--- src/rtl/vector_loader.sv ---
// vector_loader: double-buffered loader that packs two MATRIXSIZE-element vectors from a beat stream
module vector_loader #(
   parameter int MATRIXSIZE = 10,
   parameter int INTSIZE    = 8
) (
   input  logic                          clk,
   input  logic                          rst_n,
   input  logic [INTSIZE-1:0]            in_data,
   input  logic                          in_valid,
   output logic                          in_ready,
   input  logic                          clear,
   output logic [INTSIZE*MATRIXSIZE-1:0] out_a_flat,
   output logic [INTSIZE*MATRIXSIZE-1:0] out_b_flat,
   output logic                          out_valid,
   input  logic                          out_ready
);
   localparam int IW = MATRIXSIZE > 1 ? $clog2(MATRIXSIZE) : 1;
   localparam int W = INTSIZE * MATRIXSIZE;
   localparam logic [IW-1:0] LAST = IW'(MATRIXSIZE - 1);
   typedef enum logic [1:0] {LOAD_A, LOAD_B, FULL} state_t;
   state_t state_q, state_d;
   logic [IW-1:0] idx_q, idx_d;
   logic in_ready_q, in_ready_d;
   logic out_valid_q, out_valid_d;
   logic [W-1:0] stage_a_q, stage_a_d, stage_b_q, stage_b_d;
   logic [W-1:0] out_a_q, out_a_d, out_b_q, out_b_d;
   logic accept, slot_free;
   assign accept = in_valid & in_ready_q;
   assign slot_free = ~out_valid_q | out_ready;
   always_comb begin
      state_d = state_q;
      idx_d = idx_q;
      stage_a_d = stage_a_q;
      stage_b_d = stage_b_q;
      out_a_d = out_a_q;
      out_b_d = out_b_q;
      out_valid_d = out_valid_q & ~out_ready;
      if (clear) begin
         state_d = LOAD_A;
         idx_d = '0;
      end else begin
         case (state_q)
            LOAD_A, LOAD_B: if (accept) begin
               for (int e = 0; e < MATRIXSIZE; e++) begin
                  if (int'(idx_q) == e && state_q == LOAD_A) stage_a_d[W-1-e*INTSIZE -: INTSIZE] = in_data;
                  if (int'(idx_q) == e && state_q == LOAD_B) stage_b_d[W-1-e*INTSIZE -: INTSIZE] = in_data;
               end
               idx_d = (idx_q == LAST) ? '0 : idx_q + IW'(1);
               if (idx_q == LAST) state_d = (state_q == LOAD_A) ? LOAD_B : FULL;
            end
            FULL: if (slot_free) begin
               out_a_d = stage_a_q;
               out_b_d = stage_b_q;
               out_valid_d = 1'b1;
               state_d = LOAD_A;
               idx_d = '0;
            end
            default: state_d = LOAD_A;
         endcase
      end
      in_ready_d = (state_d != FULL);
   end
   always_ff @(posedge clk or negedge rst_n) begin
      if (!rst_n) begin
         state_q <= LOAD_A;
         idx_q <= '0;
         in_ready_q <= 1'b0;
         out_valid_q <= 1'b0;
         stage_a_q <= '0;
         stage_b_q <= '0;
         out_a_q <= '0;
         out_b_q <= '0;
      end else begin
         state_q <= state_d;
         idx_q <= idx_d;
         in_ready_q <= in_ready_d;
         out_valid_q <= out_valid_d;
         stage_a_q <= stage_a_d;
         stage_b_q <= stage_b_d;
         out_a_q <= out_a_d;
         out_b_q <= out_b_d;
      end
   end
   assign in_ready = in_ready_q;
   assign out_valid = out_valid_q;
   assign out_a_flat = out_a_q;
   assign out_b_flat = out_b_q;
endmodule

--- config.mk ---
export PLATFORM = sky130hd
export DESIGN_NAME = vector_loader
export DESIGN_NICKNAME = d
export VERILOG_FILES = /design/src/rtl/vector_loader.sv
export SDC_FILE = /design/constraint.sdc
export NUM_CORES = 1
export LEC_CHECK = 0
export BUFFER_PORTS_ARGS = -buffer_cell sky130_fd_sc_hd__buf_2
export CAP_MARGIN = 10
export CELL_PAD_IN_SITES_DETAIL_PLACEMENT = 0
export CELL_PAD_IN_SITES_GLOBAL_PLACEMENT = 2
export CORE_ASPECT_RATIO = 0.8
export CORE_UTILIZATION = 35
export CTS_CLUSTER_DIAMETER = 30
export DETAILED_ROUTE_END_ITERATION = 16
export GPL_ROUTABILITY_DRIVEN = 1
export HOLD_SLACK_MARGIN = 0.02
export PLACE_DENSITY = 0.66
export REMOVE_ABC_BUFFERS = 1
export SLEW_MARGIN = 20
export SYNTH_ARGS = -nofsm -noshare
export SYNTH_HDL_FRONTEND = slang
export SYNTH_SLANG_ARGS = --single-unit
--- constraint.sdc ---
create_clock -name clk -period 3.4 [get_ports clk]
set_clock_uncertainty 0.15 [all_clocks]
set_input_delay 0.17 -clock clk [delete_from_list [all_inputs] [get_ports clk]]
set_output_delay 0.17 -clock clk [all_outputs]
set_load 0.02 [all_outputs]
==> qor.csv, run 1 <==
stage,metric,value,unit
finish,"commonest non-fill, non-tap cell in the layout",dfrtp_1,
run,max_cap viols,0,
routing,antenna-violating nets left,0,
routing,DRC,0,
setup_path,CP cell instances,"nor2b_2, inv_1, or3_4, buf_4, mux2_2",
finish,Area Overhead vs Synth,30.3,%
logic_synthesis,Post-Synthesis Cells,755,
setup_path,Worst Reg-to-Reg Cells,5,
setup_path,WP buf/inv,2,
logic_synthesis,Yosys reg bits,328,
routing,total wire length,28800,um
floorplanning,num ports,175,
routing,routed vias,7086,
floorplanning,Placement Rows,61,
finish,fin util,0.466,
finish,# diodes,0,
place,pre-CTS setup slack,0.901,ns
routing,Metal-1 WL,14200,um
sta,fin crit share,0.736,
power,Max rail drop VDD,0.000408,V
place,RePlAce Congestion,0.723,
cts,H-tree depth,3,
finish,layout cells sized above 1,0.618,
setup_path,"Data arrival, critical path",2.78,ns
setup_path,critical path class,flip-flop to flip-flop,
run_status,run status,finished clean,
power,pwr dens,678,nW/um^2
floorplanning,chip width,213,um
grt,first-pass GRT wire length,45500,um
cts,"CTS clk-pin slew, worst paths",0.05,ns
grt,initial antenna violation count,0,
finish,Fill cells,3101,
finish,multi-input logic area,4030,um^2
finish,storage element area,8210,um^2
logic_synthesis,YS warnings,0,
setup_path,CP Capture Type,flip-flop,
logic_synthesis,post-synthesis sequential area ratio,0.658,
floorplanning,initial cell density of the core,0.358,
setup_path,CP max stage delay,0.60,ns
logic_synthesis,average size of a mapped cell,16.5,um^2
power,Static Leak,8.68,nW
cts,clock sink count,328,
sta,Worst Tran Pin Value,0.787,ns
floorplanning,core area,34900,um^2
routing,wire length per cell,19.2,um
routing,Via density,4.72,
setup_path,CP required,3.68,ns
routing,met2 wire length,12200,um
sta,Final WS setup,0.899,ns
worst_hold_path,Hold WC Path Type,primary input to async pin,
floorplanning,Die H,171,um
cts,clk buf depth,3,
sta,setup tns final,0,ns
setup_path,reg-to-reg endpoint,out_a_flat[40],
grt,grt ovf,0,
logic_synthesis,Post-Syn Area,12500,um^2
sta,fmax,400,MHz
place,DP Area,13900,um^2
sta,final setup fails,0,
sta,Final Max Slew Viols,0,
setup_path,maximum fanout along the worst path,40,
sta,slew margin rel.,0.473,
place,Detail Placement HPWL,17200,um
finish,most frequent cells in the layout,"dfrtp_1, mux2_2, buf_2",
grt,number of global-route vias before repair,7415,
finish,post-route design area,16300,um^2
setup_path,r2r setup slk,0.90,ns
routing,wire length on met3,1910,um
floorplanning,Die ar.,36400,um^2
cts,number of CTS-inserted buffers,69,
grt,gr usage total,0.167,
finish,nets,989,
setup_path,r2r startpoint,state_q[1],
place,Port Buffers,174,
setup_path,startpoint types,flip-flop,
setup_path,top cell family by delay on the critical path,simple AND/OR/NAND/NOR gates,
sta,post-route minimum period,2.50,ns
routing,Starting DRT DRC Count,310,
sta,Hold WS,0.0550,ns
routing,first drt pass iteration count,4,
cts,CTS root buffer,clkbuf_16,
routing,uppermost layer routed,met4,
sta,RSZ-0062 raised after global routing,false,
grt,largest net degree at the start of global routing,92,
cts,Clock Latency Late Sink,0.56,ns
sta,final-report hold violation count,0,
logic_synthesis,Cell variety after synth,33,
cts,CTS tree,built,
setup_path,CP max stage cell,buf_4,
==> worst max-delay path by stage <==
stage	startpoint	endpoint	slack (ns)	cells after the start
global route	state_q[1]	out_a_flat[75]	0.72	5
CTS	state_q[1]	out_b_flat[45]	0.89	5
floorplan	state_q[1]	out_a_flat[0]	-1.45	4
detailed placement	state_q[1]	out_b_flat[45]	0.90	5
finish	state_q[1]	out_a_flat[40]	0.90	5
global placement	state_q[1]	out_a_flat[74]	0.89	5
==> cell usage after synthesis (all sizes together) <==
cell	number	share of area
and3b	1	0.00070
nand2	16	0.0048
dfrtp	328	0.66
or3	1	0.00050
mux2i	1	0.00080
nor2b	5	0.0027
xnor2	2	0.0014
nor3	4	0.0024
o21ai	4	0.0016
buf	15	0.011
nor4	3	0.0037
nand2b	3	0.0015
inv	3	0.00090
nand4bb	1	0.00090
and4bb	2	0.0020
or3b	1	0.00070
clkbuf	24	0.0072
o31ai	1	0.00060
or2	1	0.00050
and3	1	0.00050
nor2	7	0.0021
mux2	320	0.29
nand3	4	0.0016
a32oi	1	0.00070
nor4b	1	0.0019
a21oi	5	0.0020
==> logic make-up (layout without fill, tap and decap cells) <==
family / after synthesis / in the layout / synth area share
AOI/OAI and AO/OA: 11 / 11 / 0.00492
DFF: 328 / 328 / 0.658
xor gates and xnor gates: 2 / 2 / 0.00140
muxes: 321 / 321 / 0.290
and+or+nand+nor: 51 / 51 / 0.0266
buffers and inverters: 42 / 315 / 0.0193
==> report_power, final <==
part / switching (mW) / total [mW] / internal (mW)
Clock: 2.18 / 6.66 / 4.47
Sequential: 0.0604 / 4.08 / 4.02
Combinational: 0.171 / 0.280 / 0.109
Total: 2.41 / 11.0 / 8.61
==> registers in the layout, summed over array words and instances (netlist names) <==
signal / cells
out_b_flat: 80
state_q: 2
stage_b_q: 80
stage_a_q: 80
in_ready: 1
out_a_flat: 80
idx_q: 4
out_valid: 1
==> per-stage QoR <==
stage | std cells | power, mW
after global placement | 1373 | 4.43
after detailed placement | 1373 | 4.43
after CTS | 1500 | 11.2
final | 1500 | 11.0
after floorplan | 716 | 4.24
after global routing | 1500 | 11.4
==> routing by layer <==
| metal | vias to the layer above | track usage |
|---|---|---|
| met2 | 167 | 0.228 |
| li1 | 3154 | - |
| met1 | 3719 | 0.244 |
| met5 | - | 0 |
| met3 | 46 | 0.0551 |
| met4 | 0 | 0.0591 |
==> final cells by class <==
class / instances / area share
clock buffer: 79 / 0.112
clock inverter: 44 / 0.0323
inverter: 3 / 0.000693
multi-input combinational: 385 / 0.248
sequential: 328 / 0.505
tap: 472 / 0.0363
timing repair buffer: 189 / 0.0656
==> worst register-to-register path, stage by stage (launching register included) <==
cell and delay [ns]:
dfrtp_1 0.40, nor2b_2 0.20, inv_1 0.08, or3_4 0.51, buf_4 0.61, mux2_2 0.43
==> what timing repair did <==
action,CTS,global route
setup buffers,0,0
gates resized for setup,0,0
hold buffers,4,0
hold endpoints to repair,95,0
No activity file was read; power rests on OpenSTA's default activity.
==> inputs of run 2 (changes only) <==
==> constraint.sdc (replaced) <==
create_clock -name clk -period 2.6 [get_ports clk]
set_clock_uncertainty 0.15 [all_clocks]
set_input_delay 0.13 -clock clk [delete_from_list [all_inputs] [get_ports clk]]
set_output_delay 0.13 -clock clk [all_outputs]
set_load 0.02 [all_outputs]
==> run 2 against run 1 <==
  * Power up 34%
  * First-iteration DRC count up 26%
  * Global-route usage grew 0.14 points
  * Hold slack better by 0.031 ns
  * Via count up 0.99%
  * Largest cell class unchanged
  * Highest routed layer unchanged
==> qor.csv, run 2 (synthesis gave the netlist of run 1 again) <==
stage,metric,value,unit
sta,final setup fails,0,
finish,storage element area,8210,um^2
finish,most frequent cells in the layout,"dfrtp_1, mux2_2, buf_2",
power,Final Power,14.7,mW
finish,Finished Layout Cells,1519,
routing,DRC,0,
setup_path,"Data arrival, critical path",2.47,ns
cts,H-tree depth,3,
finish,fin util,0.473,
routing,total wire length,29400,um
setup_path,Worst Reg-to-Reg Cells,5,
routing,routed vias,7156,
finish,multi-input logic area,4030,um^2
place,RePlAce Congestion,0.695,
place,placed cell count,1384,
power,Net Switching,3.15,mW
finish,layout cells sized above 1,0.625,
floorplanning,num ports,175,
grt,number of global-route vias before repair,7561,
floorplanning,Die H,171,um
power,pwr dens,895,nW/um^2
setup_path,CP Capture Type,flip-flop,
place,Port Buffers,174,
floorplanning,Die ar.,36400,um^2
cts,CTS root buffer,clkbuf_16,
power,Switching Share,0.214,
routing,Starting DRT DRC Count,392,
sta,Worst Tran Pin Value,0.711,ns
power,Pint,11.6,mW
floorplanning,core area,34900,um^2
cts,clock sink count,328,
routing,wire length per cell,19.4,um
worst_hold_path,Hold WC Path Type,primary input to async pin,
sta,Final Max Slew Viols,0,
setup_path,startpoint types,flip-flop,
grt,gr usage total,0.168,
cts,number of CTS-inserted buffers,69,
place,Detail Placement HPWL,17400,um
sta,fin crit share,0.842,
power,Max rail drop VDD,0.000491,V
run_status,run status,finished clean,
routing,antenna-violating nets left,0,
sta,Hold WS,0.0862,ns
cts,Clock Latency Late Sink,0.55,ns
power,share of power burned in registers,0.361,
sta,fmax,457,MHz
sta,RSZ-0062 raised after global routing,false,
sta,setup tns final,0,ns
setup_path,critical path class,flip-flop to flip-flop,
cts,clk buf depth,3,
cts,post_cts resized,0,
routing,first drt pass iteration count,4,
finish,"commonest non-fill, non-tap cell in the layout",dfrtp_1,
finish,Area Overhead vs Synth,32.2,%
grt,largest net degree at the start of global routing,83,
sta,post-route minimum period,2.19,ns
finish,Fill cells,3123,
grt,initial antenna violation count,2,
grt,first-pass GRT wire length,45600,um
cts,CTS tree,built,
finish,nets,1002,
setup_path,maximum fanout along the worst path,49,
cts,"CTS clk-pin slew, worst paths",0.05,ns
grt,grt ovf,0,
cts,cts hold-fix bufs,6,
sta,final-report hold violation count,0,
floorplanning,Placement Rows,61,
setup_path,crit path launch,state_q[0],
power,Clk pwr share,0.612,
run,max_cap viols,0,
setup_path,CP required,2.88,ns
cts,"Setup Fix Bufs, Post-CTS",0,
floorplanning,initial cell density of the core,0.358,
routing,Via density,4.71,
power,Comb power frac,0.026,
setup_path,r2r startpoint,state_q[0],
floorplanning,chip width,213,um
sta,slew margin rel.,0.526,
power,Static Leak,8.80,nW
run 2: changes by cell type in the layout (fill, tap and decap cells not counted), moves of 2 or more:
cell,previous run,this run
buf_4,6,16
clkbuf_16,69,72
clkbuf_8,6,8
clkinv_2,17,14
clkinv_4,4,7
clkinv_8,4,1
clkinvlp_4,7,9
diode_2,0,2
run 2: final cells by class:
| type | count | share of cell area |
|---|---|---|
| antenna | 2 | 0.000304 |
| tap | 472 | 0.0358 |
| sequential | 328 | 0.498 |
| inverter | 3 | 0.000683 |
| clock inverter | 44 | 0.0317 |
| multi-input combinational | 385 | 0.244 |
| timing repair buffer | 202 | 0.0724 |
| clock buffer | 83 | 0.117 |
run 2: power groups by stage:
stage / clock network (mW) / registers (mW) / logic (mW)
global placement: 0 / 5.41 / 0.386
finish: 9.03 / 5.33 / 0.391
CTS: 9.24 / 5.33 / 0.410
global route: 9.52 / 5.34 / 0.442
floorplan: 0 / 5.39 / 0.152
detailed placement: 0 / 5.41 / 0.393
run 2: metrics by stage:
step           instance area (um^2)  worst slack (ns)
4_1_cts                       16500             0.398
3_3_place_gp                  14000             0.418
2_1_floorplan                 12200             -2.25
5_1_grt                       16500             0.286
3_5_place_dp                  14000             0.408
6_report                      16500             0.410
run 2: worst paths after layout:
| path | to | slack (ns) |
|---|---|---|
| max | out_a_flat[66] | 0.41 |
| min | stage_b_q[72] | 0.09 |
| max reg2reg | out_a_flat[66] | 0.41 |
| min reg2reg | state_q[0] | 0.34 |
| max in group asynchronous | out_a_flat[65] | 1.73 |
| min in group clk | stage_a_q[29] | 0.09 |
run 2: metal layers:
layer / routed length, um / GRT usage / vias up
met5: 0 / 0 / -
met4: 591 / 0.0582 / 0
met3: 1890 / 0.0534 / 56
met2: 12700 / 0.238 / 176
met1: 14200 / 0.241 / 3741
li1: - / - / 3183
run 2: worst max-delay path: stages (launching register included):
cell,delay (ns)
dfrtp_1,0.45
nor2b_2,0.26
inv_1,0.09
or3_4,0.36
buf_4,0.33
mux2_2,0.37
==> inputs of run 3 (changes only) <==
--- a/config.mk
+++ b/config.mk
@@ -5,6 +5,7 @@
 export SDC_FILE = /design/constraint.sdc
 export NUM_CORES = 1
 export LEC_CHECK = 0
+export ABC_AREA = 1
 export BUFFER_PORTS_ARGS = -buffer_cell sky130_fd_sc_hd__buf_2
 export CAP_MARGIN = 10
 export CELL_PAD_IN_SITES_DETAIL_PLACEMENT = 0
@@ -15,7 +16,7 @@
 export DETAILED_ROUTE_END_ITERATION = 16
 export GPL_ROUTABILITY_DRIVEN = 1
 export HOLD_SLACK_MARGIN = 0.02
-export PLACE_DENSITY = 0.66
+export PLACE_DENSITY = 0.75
 export REMOVE_ABC_BUFFERS = 1
 export SLEW_MARGIN = 20
 export SYNTH_ARGS = -nofsm -noshare
==> constraint.sdc (replaced) <==
create_clock -name clk -period 2.2 [get_ports clk]
set_clock_uncertainty 0.15 [all_clocks]
set_input_delay 0.11 -clock clk [delete_from_list [all_inputs] [get_ports clk]]
set_output_delay 0.11 -clock clk [all_outputs]
set_load 0.02 [all_outputs]
==> run 3 against run 2 <==
  * Clock-buffer cell count is 14 higher
  * Synthesized cell count is 74% higher
  * Die area is 1.1% higher
  * Global-route usage is 0.71 points higher
  * Register-to-register slack hardly changed
  * Maximum frequency is 23% higher
  * Non-clock buffer count is 2 higher
  * Final area is 0.72% higher
  * Sequential power is 22% higher
  * Hold slack worse by 0.076 ns
  * First-iteration DRC count is 44% higher
  * Highest routed layer unchanged
==> qor.csv, run 3 <==
stage,metric,value,unit
sta,Hold WS,0.0107,ns
power,Clk pwr share,0.602,
power,pwr dens,1090,nW/um^2
logic_synthesis,fraction of registers with async set/reset,1.00,
place,pre-CTS setup slack,0.419,ns
logic_synthesis,"EDFF count, synth",0,
sta,post-route minimum period,1.78,ns
grt,largest net degree at the start of global routing,79,
place,Port Buffers,174,
cts,Clock Latency Late Sink,0.55,ns
sta,RSZ-0062 raised after global routing,false,
logic_synthesis,Yosys reg bits,328,
logic_synthesis,YS warnings,0,
setup_path,CP cell instances,"nor2_1, nand3_1, nor2_4, o21ai_0",
sta,Final WS setup,0.421,ns
grt,initial antenna violation count,0,
cts,post_cts resized,0,
logic_synthesis,Post-Synthesis Cells,1313,
cts,clock sink count,328,
sta,Final Max Slew Viols,0,
logic_synthesis,post-synthesis sequential area ratio,0.651,
finish,# diodes,0,
routing,wire length per cell,15.2,um
setup_path,"Data arrival, critical path",2.04,ns
logic_synthesis,"Top FF cell, synth",dfrtp_1,
logic_synthesis,"top cells by count, synth","nand2_1, dfrtp_1, o21ai_0",
sta,Worst Tran Pin Value,0.779,ns
finish,most frequent cells in the layout,"nand2_1, dfrtp_1, o21ai_0",
routing,DRC,0,
setup_path,CP max stage cell,dfrtp_1,
sta,final-report hold violation count,0,
logic_synthesis,average size of a mapped cell,9.60,um^2
run,max_cap viols,0,
place,placed cell count,1906,
sta,fmax,562,MHz
setup_path,startpoint types,flip-flop,
setup_path,CP Capture Type,flip-flop,
floorplanning,core area,35100,um^2
power,Net Switching,3.82,mW
cts,number of CTS-inserted buffers,70,
routing,total wire length,31100,um
power,Max rail drop VDD,0.000509,V
run_status,run status,finished clean,
cts,"CTS clk-pin slew, worst paths",0.05,ns
floorplanning,initial cell density of the core,0.359,
routing,Starting DRT DRC Count,563,
logic_synthesis,most common cell in the netlist,nand2_1,
finish,Finished Layout Cells,2046,
finish,Area Overhead vs Synth,31.7,%
cts,CTS root buffer,clkbuf_16,
power,share of power burned in registers,0.358,
setup_path,CP required,2.47,ns
finish,layout cells sized above 1,0.214,
setup_path,CP max stage delay,0.44,ns
finish,"commonest non-fill, non-tap cell in the layout",nand2_1,
routing,first drt pass iteration count,5,
place,DP Area,14000,um^2
routing,Via density,4.42,
floorplanning,Die ar.,36800,um^2
floorplanning,chip width,214,um
sta,slew margin rel.,0.481,
power,Switching Share,0.211,
grt,grt ovf,0,
cts,H-tree depth,3,
routing,antenna-violating nets left,0,
worst_hold_path,Hold WC Path Type,primary input to async pin,
floorplanning,Placement Rows,61,
setup_path,Worst Reg-to-Reg Cells,4,
logic_synthesis,Cell variety after synth,18,
grt,first-pass GRT wire length,50200,um
logic_synthesis,Post-Syn Area,12600,um^2
setup_path,critical path class,flip-flop to flip-flop,
finish,nets,1533,
sta,final setup fails,0,
logic_synthesis,largest cells by area after synthesis,"dfrtp_1, nand2_1, o21ai_0, inv_1, nor2_4",
power,Final Power,18.1,mW
cts,clk buf depth,3,
power,Pint,14.2,mW
logic_synthesis,largest area contributor in the netlist,dfrtp_1,
place,RePlAce Congestion,0.734,
finish,post-route design area,16600,um^2
logic_synthesis,post-synth top area share,0.651,
place,Detail Placement HPWL,19000,um
floorplanning,num ports,175,
grt,number of global-route vias before repair,8992,
sta,fin crit share,0.809,
routing,routed vias,9045,
power,Static Leak,8.51,nW
setup_path,maximum fanout along the worst path,16,
floorplanning,Die H,172,um
grt,gr usage total,0.175,
cts,CTS tree,built,
power,Comb power frac,0.040,
-- run 3: cell types whose count changed in the layout (fill, tap and decap cells not counted), sizes merged, moves of 5 or more --
cell	before	now
a21oi	5	0
nor2b	5	0
clkinv	22	12
buf	198	190
nand2	16	386
clkbuf	83	97
dlygate4sd3	4	14
nor2	7	34
mux2	320	0
inv	7	177
o21ai	4	307
nand3	4	13
-- run 3: stage by stage --
stage / setup TNS [ns] / utilization
2_1_floorplan: -355.51 / -
3_3_place_gp: 0 / 0.398
3_5_place_dp: 0 / 0.398
4_1_cts: 0 / 0.473
5_1_grt: 0 / 0.473
6_report: 0 / 0.473
-- run 3: cells by family (layout without fill, tap and decap cells) --
kind of cell	count (synthesis)	count (layout)	share of synthesized area
DFF	328	328	0.651
AOI/OAI and AO/OA	307	307	0.122
and+or+nand+nor	434	434	0.145
buffers and inverters	244	505	0.0817
-- run 3: worst max-delay path, delay by kind of cell, from the launching register on --
family / cells / cell delay (ns)
compound gates: 1 / 0.14
simple gates: 3 / 0.89
flops: 1 / 0.44
-- run 3: repair_timing --
item / in CTS / in global routing
hold buffers: 14 / 0
buffers inserted: 0 / 0
endpoints found under the hold margin: 442 / 0
-- run 3: cell type report --
type	instances	area, um^2
clock buffer	97	2060
inverter	175	657
sequential	328	8210
timing repair buffer	204	1280
multi-input combinational	741	3380
clock inverter	29	434
tap	472	591
fill	3399	18500
-- run 3: power groups by stage --
| stage | registers, mW | clock network [mW] | logic [mW] |
|---|---|---|---|
| after floorplan | 6.55 | 0 | 0.354 |
| after global placement | 6.56 | 0 | 0.708 |
| after detailed placement | 6.56 | 0 | 0.722 |
| after CTS | 6.48 | 11.1 | 0.749 |
| after global routing | 6.51 | 11.4 | 0.851 |
| final | 6.48 | 10.9 | 0.722 |
-- run 3: metal layers --
metal / global-route usage / vias to the layer above / part of all wire
met3: 0.0492 / 52 / 0.058
met4: 0.0602 / 0 / 0.020
met1: 0.249 / 4262 / 0.50
met5: 0 / - / 0
met2: 0.256 / 203 / 0.43
li1: - / 4528 / -
-- run 3: final timing paths --
check | start | slack, ns | to
hold / removal | rst_n | 0.01 | out_b_flat[71]
hold reg to reg | out_b_flat[2] | 0.32 | out_b_flat[2]
setup / recovery | idx_q[0] | 0.42 | stage_a_q[10]
setup reg to reg | idx_q[0] | 0.42 | stage_a_q[10]
min in group clk | out_b_flat[2] | 0.32 | out_b_flat[2]
max in group asynchronous | rst_n | 0.99 | stage_b_q[25]
